<file path="src/rtl/mem_pkg.sv">
// Shared constants, operation encoding and sizing helper for the multi-channel
// round-robin memory.
package mem_pkg;

    localparam int MEM_ADDR_WIDTH = 5;
    localparam int MEM_DATA_WIDTH = 8;
    localparam int MEM_MAX_CH     = 8;

    typedef enum logic {
        OP_READ  = 1'b0,
        OP_WRITE = 1'b1
    } mem_op_e;

    // Bits needed to hold an index in 0..n-1, never less than one so that a
    // single-channel build still has a legal vector.
    function automatic int clog2_min1(input int n);
        int r;
        r = 1;
        for (int i = 1; i < 31; i++) begin
            if ((32'sd1 << i) < n) begin
                r = i + 1;
            end else begin
                r = r;
            end
        end
        return r;
    endfunction

endpackage

</file>
<file path="src/rtl/rr_arbiter.sv">
// Round-robin arbiter: combinational one-hot grant starting the search at the
// priority pointer, pointer moves to the channel after the last winner.
module rr_arbiter
    import mem_pkg::*;
#(
    parameter int N = 2
) (
    input  logic         clk,
    input  logic         rst,
    input  logic [N-1:0] req,
    output logic [N-1:0] gnt
);

    localparam int PW = clog2_min1(N);

    logic [PW-1:0] ptr_q;
    logic [PW-1:0] ptr_d;
    logic [N-1:0]  gnt_s;
    logic [PW-1:0] win_idx_s;
    logic          found_s;
    int            cand_s;

    // Priority search from ptr with wrap-around; no grant while in reset.
    always_comb begin
        gnt_s     = '0;
        win_idx_s = '0;
        found_s   = 1'b0;
        cand_s    = 0;
        if (rst) begin
            found_s = 1'b0;
        end else begin
            for (int i = 0; i < N; i++) begin
                cand_s = int'(ptr_q) + i;
                if (cand_s >= N) begin
                    cand_s = cand_s - N;
                end else begin
                    cand_s = cand_s;
                end
                if (!found_s && req[cand_s]) begin
                    gnt_s[cand_s] = 1'b1;
                    win_idx_s     = PW'(cand_s);
                    found_s       = 1'b1;
                end else begin
                    found_s = found_s;
                end
            end
        end
    end

    // Next pointer: one past the winner, modulo N; hold when idle.
    always_comb begin
        ptr_d = ptr_q;
        if (found_s) begin
            if (int'(win_idx_s) == N - 1) begin
                ptr_d = '0;
            end else begin
                ptr_d = PW'(int'(win_idx_s) + 1);
            end
        end else begin
            ptr_d = ptr_q;
        end
    end

    // Priority pointer register.
    always_ff @(posedge clk or posedge rst) begin
        if (rst) begin
            ptr_q <= '0;
        end else begin
            ptr_q <= ptr_d;
        end
    end

    assign gnt = gnt_s;

endmodule

</file>
<file path="src/rtl/mem_rr_arb.sv">
// Shared single-port RAM fronted by a round-robin arbiter; one access per clock,
// reads return one cycle after the grant tagged by a one-hot rvalid.
module mem_rr_arb
    import mem_pkg::*;
#(
    parameter int                      ADDR_WIDTH = MEM_ADDR_WIDTH,
    parameter int                      DATA_WIDTH = MEM_DATA_WIDTH,
    parameter int                      NUM_CH     = 2,
    parameter int                      WRITE_ACK  = 0,
    parameter logic [DATA_WIDTH-1:0]   INIT_VALUE = '0
) (
    input  logic                         clk,
    input  logic                         rst,
    input  logic [NUM_CH-1:0]            req,
    input  logic [NUM_CH-1:0]            we,
    input  logic [NUM_CH*ADDR_WIDTH-1:0] addr,
    input  logic [NUM_CH*DATA_WIDTH-1:0] wdata,
    output logic [NUM_CH-1:0]            gnt,
    output logic [NUM_CH-1:0]            rvalid,
    output logic [DATA_WIDTH-1:0]        rdata
);

    localparam int DEPTH = 2 ** ADDR_WIDTH;
    localparam int CW    = clog2_min1(NUM_CH);

    logic [DATA_WIDTH-1:0] mem_q [DEPTH] = '{default: INIT_VALUE};

    logic [NUM_CH-1:0]     gnt_s;
    logic                  any_gnt_s;
    logic [CW-1:0]         sel_idx_s;
    logic [ADDR_WIDTH-1:0] sel_addr_s;
    logic [DATA_WIDTH-1:0] sel_wdata_s;
    mem_op_e               sel_op_s;

    logic [NUM_CH-1:0]     rvalid_q;
    logic [NUM_CH-1:0]     rvalid_d;
    logic [DATA_WIDTH-1:0] rdata_q;
    logic [DATA_WIDTH-1:0] rdata_d;

    rr_arbiter #(
        .N (NUM_CH)
    ) u_arb (
        .clk (clk),
        .rst (rst),
        .req (req),
        .gnt (gnt_s)
    );

    // One-hot grant to channel index encoder.
    always_comb begin
        sel_idx_s = '0;
        for (int c = 0; c < NUM_CH; c++) begin
            if (gnt_s[c]) begin
                sel_idx_s = CW'(c);
            end else begin
                sel_idx_s = sel_idx_s;
            end
        end
    end

    // Route the winning channel's command fields to the storage port.
    always_comb begin
        any_gnt_s   = |gnt_s;
        sel_addr_s  = addr[int'(sel_idx_s)*ADDR_WIDTH +: ADDR_WIDTH];
        sel_wdata_s = wdata[int'(sel_idx_s)*DATA_WIDTH +: DATA_WIDTH];
        sel_op_s    = mem_op_e'(we[sel_idx_s]);
    end

    // Storage write port; grant is already forced low during reset, so a
    // write coincident with reset never lands.
    always_ff @(posedge clk) begin
        if (any_gnt_s && (sel_op_s == OP_WRITE)) begin
            mem_q[sel_addr_s] <= sel_wdata_s;
        end
    end

    // Response next-state: reads load rdata, write acks only pulse rvalid.
    always_comb begin
        rvalid_d = '0;
        rdata_d  = rdata_q;
        if (any_gnt_s) begin
            if (sel_op_s == OP_READ) begin
                rvalid_d = gnt_s;
                rdata_d  = mem_q[sel_addr_s];
            end else if (WRITE_ACK != 0) begin
                rvalid_d = gnt_s;
            end else begin
                rvalid_d = '0;
            end
        end else begin
            rvalid_d = '0;
        end
    end

    // Response registers.
    always_ff @(posedge clk or posedge rst) begin
        if (rst) begin
            rvalid_q <= '0;
            rdata_q  <= '0;
        end else begin
            rvalid_q <= rvalid_d;
            rdata_q  <= rdata_d;
        end
    end

    assign gnt    = gnt_s;
    assign rvalid = rvalid_q;
    assign rdata  = rdata_q;

endmodule

</file>
<file path="config.mk">
export PLATFORM = sky130hd
export DESIGN_NAME = mem_rr_arb
export DESIGN_NICKNAME = d
export VERILOG_FILES = /design/src/rtl/mem_pkg.sv /design/src/rtl/rr_arbiter.sv /design/src/rtl/mem_rr_arb.sv
export SDC_FILE = /design/constraint.sdc
export NUM_CORES = 1
export LEC_CHECK = 0
export ABC_CLOCK_PERIOD_IN_PS = 3200
export CAP_MARGIN = 25
export CORE_ASPECT_RATIO = 0.75
export CORE_MARGIN = 2
export CORE_UTILIZATION = 50
export DETAILED_ROUTE_END_ITERATION = 10
export PLACE_DENSITY_LB_ADDON = 0.08
export SLEW_MARGIN = 40
export SYNTH_ARGS = -nofsm -noshare
export SYNTH_HDL_FRONTEND = slang
export SYNTH_HIERARCHICAL = 1
export SYNTH_SLANG_ARGS = --single-unit
</file>
<file path="constraint.sdc">
create_clock -name clk -period 3.2 [get_ports clk]
set_input_delay 0.32 -clock clk [delete_from_list [all_inputs] [get_ports clk]]
set_output_delay 0.32 -clock clk [all_outputs]
set_load 0.005 [all_outputs]
</file>
==> impl_metrics.yaml, run 1 <==
timing:
  fmax_mhz: 336.6
  period_share: 0.9285
  final_setup_vio_count: 0
  timing.final.hold_violations: 0
  clock_skew_ns: 0.007111
  max_slew.worst_pin.slew_ns: 0.8334
  rsz0062_at_grt: "no"
  final_max_slew_viol_count: 0
  finalWorstPathRequiredPeriod_ns: 2.971
  timing.final.ws_setup_ns: 0.2287
  worst_slew_margin_rel: 0.4385
setup_path:
  worst_setup_path_end_kind: "register"
  arrival_ns: 3.21
  crit_path_start_kind: "register"
  timing_worst_setup_path_type: "reg2reg"
  path_max_fanout: 27
  critical_path_required_ns: 3.44
  r2r_cells: 9
global_routing:
  first_global_vias: 6544
  grt_remaining_overflow: 0
  grt_antenna_before_repair: 0
  grt_pass1_wl_mm: 42.56
  grtUsageTotal: 0.2527
  grt_start_max_net_pins: 33
place:
  gp_routability_congestion: 0.9649
  cell_count_after_placement: 1041
  detailedPlace.worstSlack_ns: -0.2475
  place.port_buffers: 43
  detailed_place_hpwl_mm: 19.25
run:
  max_cap_violations: 0
worst_hold_path:
  timing.hold.worst.class: "in2async"
synth:
  synth_ff_type: "edfxtp_1"
  synth.ff_latch_count: 267
  synth_area_per_cell_um2: 16.72
  postSynth.asyncResetShare: 0.04120
  synth_nets: 682
  synth_edf_count: 256
  netlist_area_um2: 10870
  synth_sequential_area_ratio: 0.7328
  yosysUniqueCellTypes: 53
  postSynthCellCount: 650
  ys_warn_count: 6
cells_and_area:
  n_antenna_cell: 0
  final_layout_size_suffix_gt1_frac: 0.2120
  multiInputGateArea_um2: 2711
  synthToLayoutAreaGrowth_pct: 21.29
  fill_cells: 1532
  sequential_standard_cell_area_um2: 7963
  finish.cell_count_without_fillers: 1090
  nNetsFinal: 814
detailed_routing:
  detail_route.drc_violations: 0
  drt.antenna.violating_nets: 0
  drt-vias-per-instance: 6.053
  wl_per_cell_um: 26.23
  drt_first_pass_iters: 5
  routed_wl_mm: 28.59
  initial_drc_count: 677
  dr_total_vias: 6598
die:
  core.rowCount: 46
  coreArea_um2: 21240
  die_area_um2: 22940
  die_x_um: 174.2
  floorplan.die.height_um: 131.7
  io_pins: 44
  initial_utilization: 0.5117
clock_tree:
  clkSlewWorstSetupHoldPaths_ns: 0.06
  cts_root_buffer: "clkbuf_16"
  cts_post_setup_buffers_inserted: 0
  clk_path_buf_depth: 3
  cts.sinks: 267
  htree_num_levels: 1
  insertion_delay_ns: 0.54
  cts_hold_repair.buffers: 0
  cts_made_buffers: 27
  clock_tree_from_tritoncts: "done"
  post_cts.resized_instances: 0
power:
  power.leakage_uw: 0.004420
  ir_worst_vdd_v: 0.0003250
  p_per_area_nw_per_um2: 603.6
outcome:
  run_status: "finished clean"
flip-flops by register name, indices dropped and copies added, names as in the netlist:
register	flops
mem_q	256
rdata	8
rvalid	2
u_arb/ptr_q	1
synthesized netlist by cell type, drive strengths merged, types with 7 or more instances:
master	number	area, µm²
nor4	9	56.30
nand2b	7	43.79
nand2	17	63.81
edfxtp	256	7687
a41oi	12	105.1
nor3	12	60.06
clkbuf	16	60.06
mux2i	39	390.4
mux2	10	116.4
dfrtp	11	275.3
o21ai	67	339.1
a21oi	11	55.05
nor2b	16	102.6
buf	18	125.1
nor2	44	165.2
mux4	27	630.6
layout by cell type, fill, tap and decap left out, types with 7 or more instances in the layout:
cell             count
nand2b_1             7
a21oi_1             11
clkdlybuf4s50_1     43
a41oi_1             12
o21ai_0             65
buf_4               90
nand2_1             17
nor4_1               9
nor2_1              44
clkbuf_16           27
clkinv_1             9
mux2_2               9
nor3_1              12
mux4_2              21
edfxtp_1           256
dfrtp_1             11
nor2b_1             15
mux2i_1             39
logic make-up (layout without fill, tap and decap cells):
group | after synthesis | count (layout) | synth area share
muxes | 76 | 76 | 0.1047
buffers and inverters | 39 | 191 | 0.01877
and+or+nand+nor | 131 | 131 | 0.06333
DFF | 267 | 267 | 0.7328
AOI/OAI and AO/OA | 137 | 137 | 0.08048
final timing paths:
check	to	startpoint	slack, ns
worst min register to register	rdata[2]	rdata[2]	0.56
worst max-delay path	mem_q[18][4]	u_arb/ptr_q	0.23
min in group clk	rvalid[1]	we[1]	0.37
worst min-delay path	u_arb/ptr_q	rst	0.01
max in group asynchronous	rdata[5]	rst	2.67
worst max register to register	mem_q[18][4]	u_arb/ptr_q	0.23
power breakdown:
part           internal, µW  switching (µW)  leakage (µW)  total (µW)
combinational           298             394       0.00153         692
sequential             3910            34.4       0.00243        3940
clock                  2030            1290      0.000460        3320
layout make-up:
class	instances	share of cell area
timing repair buffer	137	0.08999
inverter	5	0.001424
tap	288	0.02734
clock inverter	20	0.01956
clock buffer	29	0.05183
multi-input combinational	344	0.2057
sequential	267	0.6041
stage by stage:
stage	cell area (µm²)	util	power [µW]	hold WS [ns]	TNS (ns)
after global routing	13180	0.6206	8192	0.02022	0
after detailed placement	12240	0.5763	4705	0.5499	-14.93
after global placement	12240	0.5763	4695	0.5475	-8.680
after CTS	13180	0.6206	7998	0.001864	0
after floorplan	10870	-	4342	0.04871	0
final	13180	0.6206	7956	0.01300	0
critical path: stages, from the launching register on:
cell,delay (ns)
dfrtp_1,0.38
inv_1,0.12
a21boi_4,0.10
buf_4,0.24
nand2b_1,0.19
o21ai_0,0.66
nand3_1,0.35
buf_4,0.27
nor2_1,0.14
buf_4,0.21
routing by layer:
layer / vias up / part of all wire / track usage
met2: 313 / 0.44 / 0.3682
met4: 0 / 0.022 / 0.06536
met3: 47 / 0.090 / 0.06279
met5: - / 0 / 0
met1: 3345 / 0.44 / 0.3825
li1: 2893 / - / -
Power figures use the tool's default switching activity.
==> inputs of run 2 (changes only) <==
- REMOVE_ABC_BUFFERS: unset -> 1
==> run 2 against run 1 <==
Maximum frequency down 0.18%. First-iteration DRC count up 36%. Global-route usage up 0.35 points. Worst setup slack worse by 0.0053 ns. Cell area down 0.61%. Wire length up 1.4%. Clock power down 8.4%. Total power down 3.4%. Clock skew up 0.0078 ns.
==> impl_metrics.yaml, run 2 (synthesis results as in run 1) <==
worst_hold_path:
  timing.hold.worst.class: "in2async"
setup_path:
  critical_path_required_ns: 3.60
  timing.critical_path.slowest_cell_delay_ns: 0.49
  arrival_ns: 3.38
  path_max_fanout: 23
  reg2reg_to: "rdata[4]"
  timing.rr.start: "u_arb/ptr_q"
  worst_path_cell_trace: "clkdlybuf4s50_1, nor2b_2, a21boi_4, mux2_4, buf_12, buf_4, mux2i_1, nor3_1, nor4_1, buf_4, a31oi_1"
  crit_end: "rdata[4]"
  crit_path_start_kind: "primary input"
  timing.critical_path.slowest_stage_cell: "clkdlybuf4s50_1"
  worst_setup_path_end_kind: "register"
  timing_worst_setup_path_type: "in2reg"
  critical_path.most_common_cell: "buf_4"
  reg2reg_slack_ns: 0.28
  r2r_cells: 10
  crit_path_start: "req[1]"
die:
  initial_utilization: 0.5117
  coreArea_um2: 21240
  die_x_um: 174.2
  io_pins: 44
  floorplan.die.height_um: 131.7
  core.rowCount: 46
  die_area_um2: 22940
timing:
  totalNegativeSetupSlack_ns: 0
  max_slew.worst_pin.slew_ns: 0.7946
  fmax_mhz: 336.0
  final_setup_vio_count: 0
  rsz0062_at_grt: "no"
  clock_skew_ns: 0.01491
  period_share: 0.9302
  final_max_slew_viol_count: 0
  worst_slew_margin_rel: 0.4628
  finalWorstPathRequiredPeriod_ns: 2.977
  timing.final.hold_violations: 0
  worst_hold_slack_ns: 0.1229
clock_tree:
  insertion_delay_ns: 0.53
  clock_tree_from_tritoncts: "done"
  cts_post_setup_buffers_inserted: 0
  cts_root_buffer: "clkbuf_16"
  post_cts.resized_instances: 0
  clkSlewWorstSetupHoldPaths_ns: 0.06
  clk_path_buf_depth: 3
  htree_num_levels: 1
  cts_hold_repair.buffers: 0
  cts_made_buffers: 25
  cts.sinks: 267
cells_and_area:
  fill_cells: 1553
  n_antenna_cell: 0
  sequential_standard_cell_area_um2: 7963
  largest_register_ffs: 256
  finish.cell_count_without_fillers: 1089
  final_layout_size_suffix_gt1_frac: 0.2147
  synthToLayoutAreaGrowth_pct: 20.55
  final_common_cell: "edfxtp_1"
  commonest_non_fill_non_tap_cells_in_the_layout: "edfxtp_1 (256), buf_4 (94), o21ai_0 (65)"
  top_register: "mem_q"
  multiInputGateArea_um2: 2729
  post-route-util: 0.6168
  nNetsFinal: 815
power:
  power.combinational.fraction: 0.090
  design_power_total_uw: 7686
  power.leakage_uw: 0.004374
  p_int_uw: 6013
  share_seq_of_total_power: 0.514
  power_frac_clock: 0.396
  ir_worst_vdd_v: 0.0003789
  power_switching_share: 0.2177
  p_per_area_nw_per_um2: 586.7
  p_sw_uw: 1673
global_routing:
  grt_pass1_wl_mm: 42.92
  grt_remaining_overflow: 0
  grt_antenna_before_repair: 0
  first_global_vias: 6556
  grt_start_max_net_pins: 33
  grtUsageTotal: 0.2562
detailed_routing:
  drt.antenna.violating_nets: 0
  dr_total_vias: 6629
  drt-vias-per-instance: 6.087
  routed_wl_mm: 28.99
  detail_route.drc_violations: 0
  wl_per_cell_um: 26.62
  initial_drc_count: 922
  drt_first_pass_iters: 5
outcome:
  run_status: "finished clean"
place:
  place.port_buffers: 43
  gp_routability_congestion: 0.9059
  cell_count_after_placement: 1044
  detailed_place_hpwl_mm: 19.45
run:
  max_cap_violations: 0
run 2: metal layers:
metal | up-vias | GRT usage | wire length, µm
met4 | 0 | 0.07656 | 829
met3 | 55 | 0.04253 | 2375
met2 | 343 | 0.3783 | 13140
met5 | - | 0 | 0
li1 | 2885 | - | -
met1 | 3346 | 0.3935 | 12640
run 2: worst min-delay path by stage:
stage                            from           to  cells past startpoint  slack (ns)
after floorplan                   rst  u_arb/ptr_q                      1        0.05
after global placement       rdata[1]     rdata[1]                      2        0.57
after detailed placement  u_arb/ptr_q  u_arb/ptr_q                      2        0.58
after CTS                         rst  u_arb/ptr_q                      3        0.11
after global routing              rst  u_arb/ptr_q                      3        0.14
final                             rst  u_arb/ptr_q                      3        0.12
run 2: stage by stage:
step | area [µm²] | setup slack [ns]
global route | 13100 | 0.1445
global placement | 12250 | -0.5214
floorplan | 10680 | -1.246
detailed placement | 12270 | -0.3045
finish | 13100 | 0.2234
CTS | 13100 | 0.2549
run 2: critical path: cells and delay by family:
kind	cells	cell delay (ns)
buffers and inverters	4	1.23
and+or+nand+nor	3	0.74
AOI/OAI and AO/OA	2	0.40
muxes	2	0.66
run 2: final cells by class:
| type | count | area share |
|---|---|---|
| Sequential cell | 267 | 0.6078 |
| Inverter | 5 | 0.001433 |
| Multi-Input combinational cell | 344 | 0.2083 |
| Clock buffer | 34 | 0.05186 |
| Clock inverter | 11 | 0.01175 |
| Timing Repair Buffer | 140 | 0.09131 |
| Tap cell | 288 | 0.02751 |
run 2: power groups by stage:
stage	Sequential, µW	Combinational [µW]	Clock, µW
detailed placement	4020	690	0
global route	3950	737	3220
finish	3950	694	3040
CTS	3950	690	3080
global placement	4020	673	0
floorplan	4000	319	0
==> inputs of run 3 (changes only) <==
- SLEW_MARGIN: 40 -> unset
==> run 3 against run 2 <==
Sequential power about the same. Critical path depth did not move. Clock skew is 0.0044 ns higher. Sequential cell count unchanged. Via count grew 1.1%. First-iteration DRC count down 5.0%. Maximum frequency is 0.86% lower. Critical endpoint unchanged. Largest cell class unchanged. Highest routed layer unchanged.
==> impl_metrics.yaml, run 3 (synthesis results as in run 1) <==
setup_path:
  worst_setup_path_end_kind: "register"
  crit_path_start_kind: "primary input"
  reg2reg_slack_ns: 0.25
  timing_worst_setup_path_type: "in2reg"
  crit_path_start: "req[1]"
  arrival_ns: 3.41
  critical_path.most_common_cell: "buf_4"
  path_max_fanout: 23
  timing.critical_path.slowest_stage_cell: "nor4_1"
  critical_path_required_ns: 3.61
  timing.critical_path.slowest_cell_delay_ns: 0.50
  timing.rr.start: "u_arb/ptr_q"
  worst_path_cell_trace: "clkdlybuf4s50_1, nor2b_2, a21boi_4, mux2_4, buf_12, buf_4, mux2i_1, nor3_1, nor4_1, buf_4, a31oi_1"
  r2r_cells: 10
clock_tree:
  post_cts.resized_instances: 0
  cts_made_buffers: 26
  htree_num_levels: 1
  clkSlewWorstSetupHoldPaths_ns: 0.06
  clock_tree_from_tritoncts: "done"
  insertion_delay_ns: 0.54
  cts_root_buffer: "clkbuf_16"
  cts_post_setup_buffers_inserted: 0
  clk_path_buf_depth: 3
  cts_hold_repair.buffers: 0
  cts.sinks: 267
global_routing:
  grt_remaining_overflow: 0
  grt_start_max_net_pins: 33
  grt_pass1_wl_mm: 43.04
  grt_antenna_before_repair: 0
  grtUsageTotal: 0.2559
  first_global_vias: 6597
power:
  p_sw_uw: 1674
  design_power_total_uw: 7731
  power_frac_clock: 0.399
  p_int_uw: 6057
  ir_worst_vdd_v: 0.0004173
  share_seq_of_total_power: 0.511
  power.combinational.fraction: 0.090
  power.leakage_uw: 0.004389
  power_switching_share: 0.2165
  p_per_area_nw_per_um2: 589.5
die:
  initial_utilization: 0.5117
  floorplan.die.height_um: 131.7
  die_area_um2: 22940
  io_pins: 44
  core.rowCount: 46
  coreArea_um2: 21240
  die_x_um: 174.2
cells_and_area:
  nNetsFinal: 816
  multiInputGateArea_um2: 2724
  final_common_cell: "edfxtp_1"
  n_antenna_cell: 0
  sequential_standard_cell_area_um2: 7963
  synthToLayoutAreaGrowth_pct: 20.68
  commonest_non_fill_non_tap_cells_in_the_layout: "edfxtp_1 (256), buf_4 (94), o21ai_0 (65)"
  final_layout_size_suffix_gt1_frac: 0.2175
  largest_register_ffs: 256
  top_register: "mem_q"
  fill_cells: 1536
outcome:
  run_status: "finished clean"
timing:
  final_setup_vio_count: 0
  period_share: 0.9382
  totalNegativeSetupSlack_ns: 0
  finalWorstPathRequiredPeriod_ns: 3.002
  timing.final.hold_violations: 0
  clock_skew_ns: 0.01931
  rsz0062_at_grt: "no"
  max_slew.worst_pin.slew_ns: 1.053
  fmax_mhz: 333.1
  final_max_slew_viol_count: 0
  worst_slew_margin_rel: 0.2923
place:
  place.port_buffers: 43
  gp_routability_congestion: 0.9059
  detailed_place_hpwl_mm: 19.42
detailed_routing:
  dr_total_vias: 6703
  drt_first_pass_iters: 5
  drt.antenna.violating_nets: 0
  drt-vias-per-instance: 6.161
  routed_wl_mm: 28.86
  initial_drc_count: 876
  detail_route.drc_violations: 0
  wl_per_cell_um: 26.52
worst_hold_path:
  timing.hold.worst.class: "in2async"
run:
  max_cap_violations: 0
==> run 3: changes by cell type in the layout (fill, tap and decap cells not counted) <==
cell / change
clkinv_2: +4
clkbuf_1: -2
clkbuf_16: +2
clkbuf_8: -2
clkinv_1: -2
inv_6: -1
nor3_1: +1
nor3_2: -1
==> run 3: final timing paths <==
check	to
max	rdata[4]
min	u_arb/ptr_q
max reg2reg	rdata[4]
min reg2reg	rdata[0]
max in group asynchronous	rdata[1]
min in group clk	rvalid[1]
==> run 3: routing by layer <==
layer / wire length, µm / vias up / global-route usage
li1: - / 2891 / -
met1: 12530 / 3402 / 0.3918
met2: 12970 / 352 / 0.3803
met3: 2586 / 58 / 0.04311
met4: 769 / 0 / 0.07236
met5: 0 / - / 0
==> run 3: area by class of cell <==
type / count / share of cell area
repair buffers: 140 / 0.09121
clock buffers: 32 / 0.05295
multi-input cells: 344 / 0.2077
flip-flops and latches: 267 / 0.6072
clock inverters: 12 / 0.01202
well taps: 288 / 0.02748
inverters: 5 / 0.001431
==> run 3: worst max-delay path: cells and delay by family <==
kind / cells / cell delay [ns]
AOI/OAI and AO/OA: 2 / 0.40
buffers and inverters: 4 / 1.23
and+or+nand+nor: 3 / 0.74
muxes: 2 / 0.68
==> run 3: power by group through the flow <==
stage          Sequential (µW)  Combinational (µW)  Clock, µW
2_1_floorplan             4000                 319          0
3_3_place_gp              4020                 673          0
3_5_place_dp              4020                 687          0
4_1_cts                   3950                 689       3130
5_1_grt                   3950                 737       3280
6_report                  3950                 694       3090
==> run 3: through the flow <==
step / utilization / setup WS (ns) / cells / hold slack [ns] / area (µm²)
floorplan: - / -1.246 / 616 / 0.04871 / 10680
finish: 0.6175 / 0.1976 / 1088 / 0.1185 / 13110
CTS: 0.6169 / 0.0003484 / 1088 / 0.1024 / 13100
global placement: 0.5768 / -0.5214 / 1044 / 0.5696 / 12250
detailed placement: 0.5768 / -0.5439 / 1044 / 0.5784 / 12250
global route: 0.6175 / 0.1058 / 1088 / 0.1285 / 13110
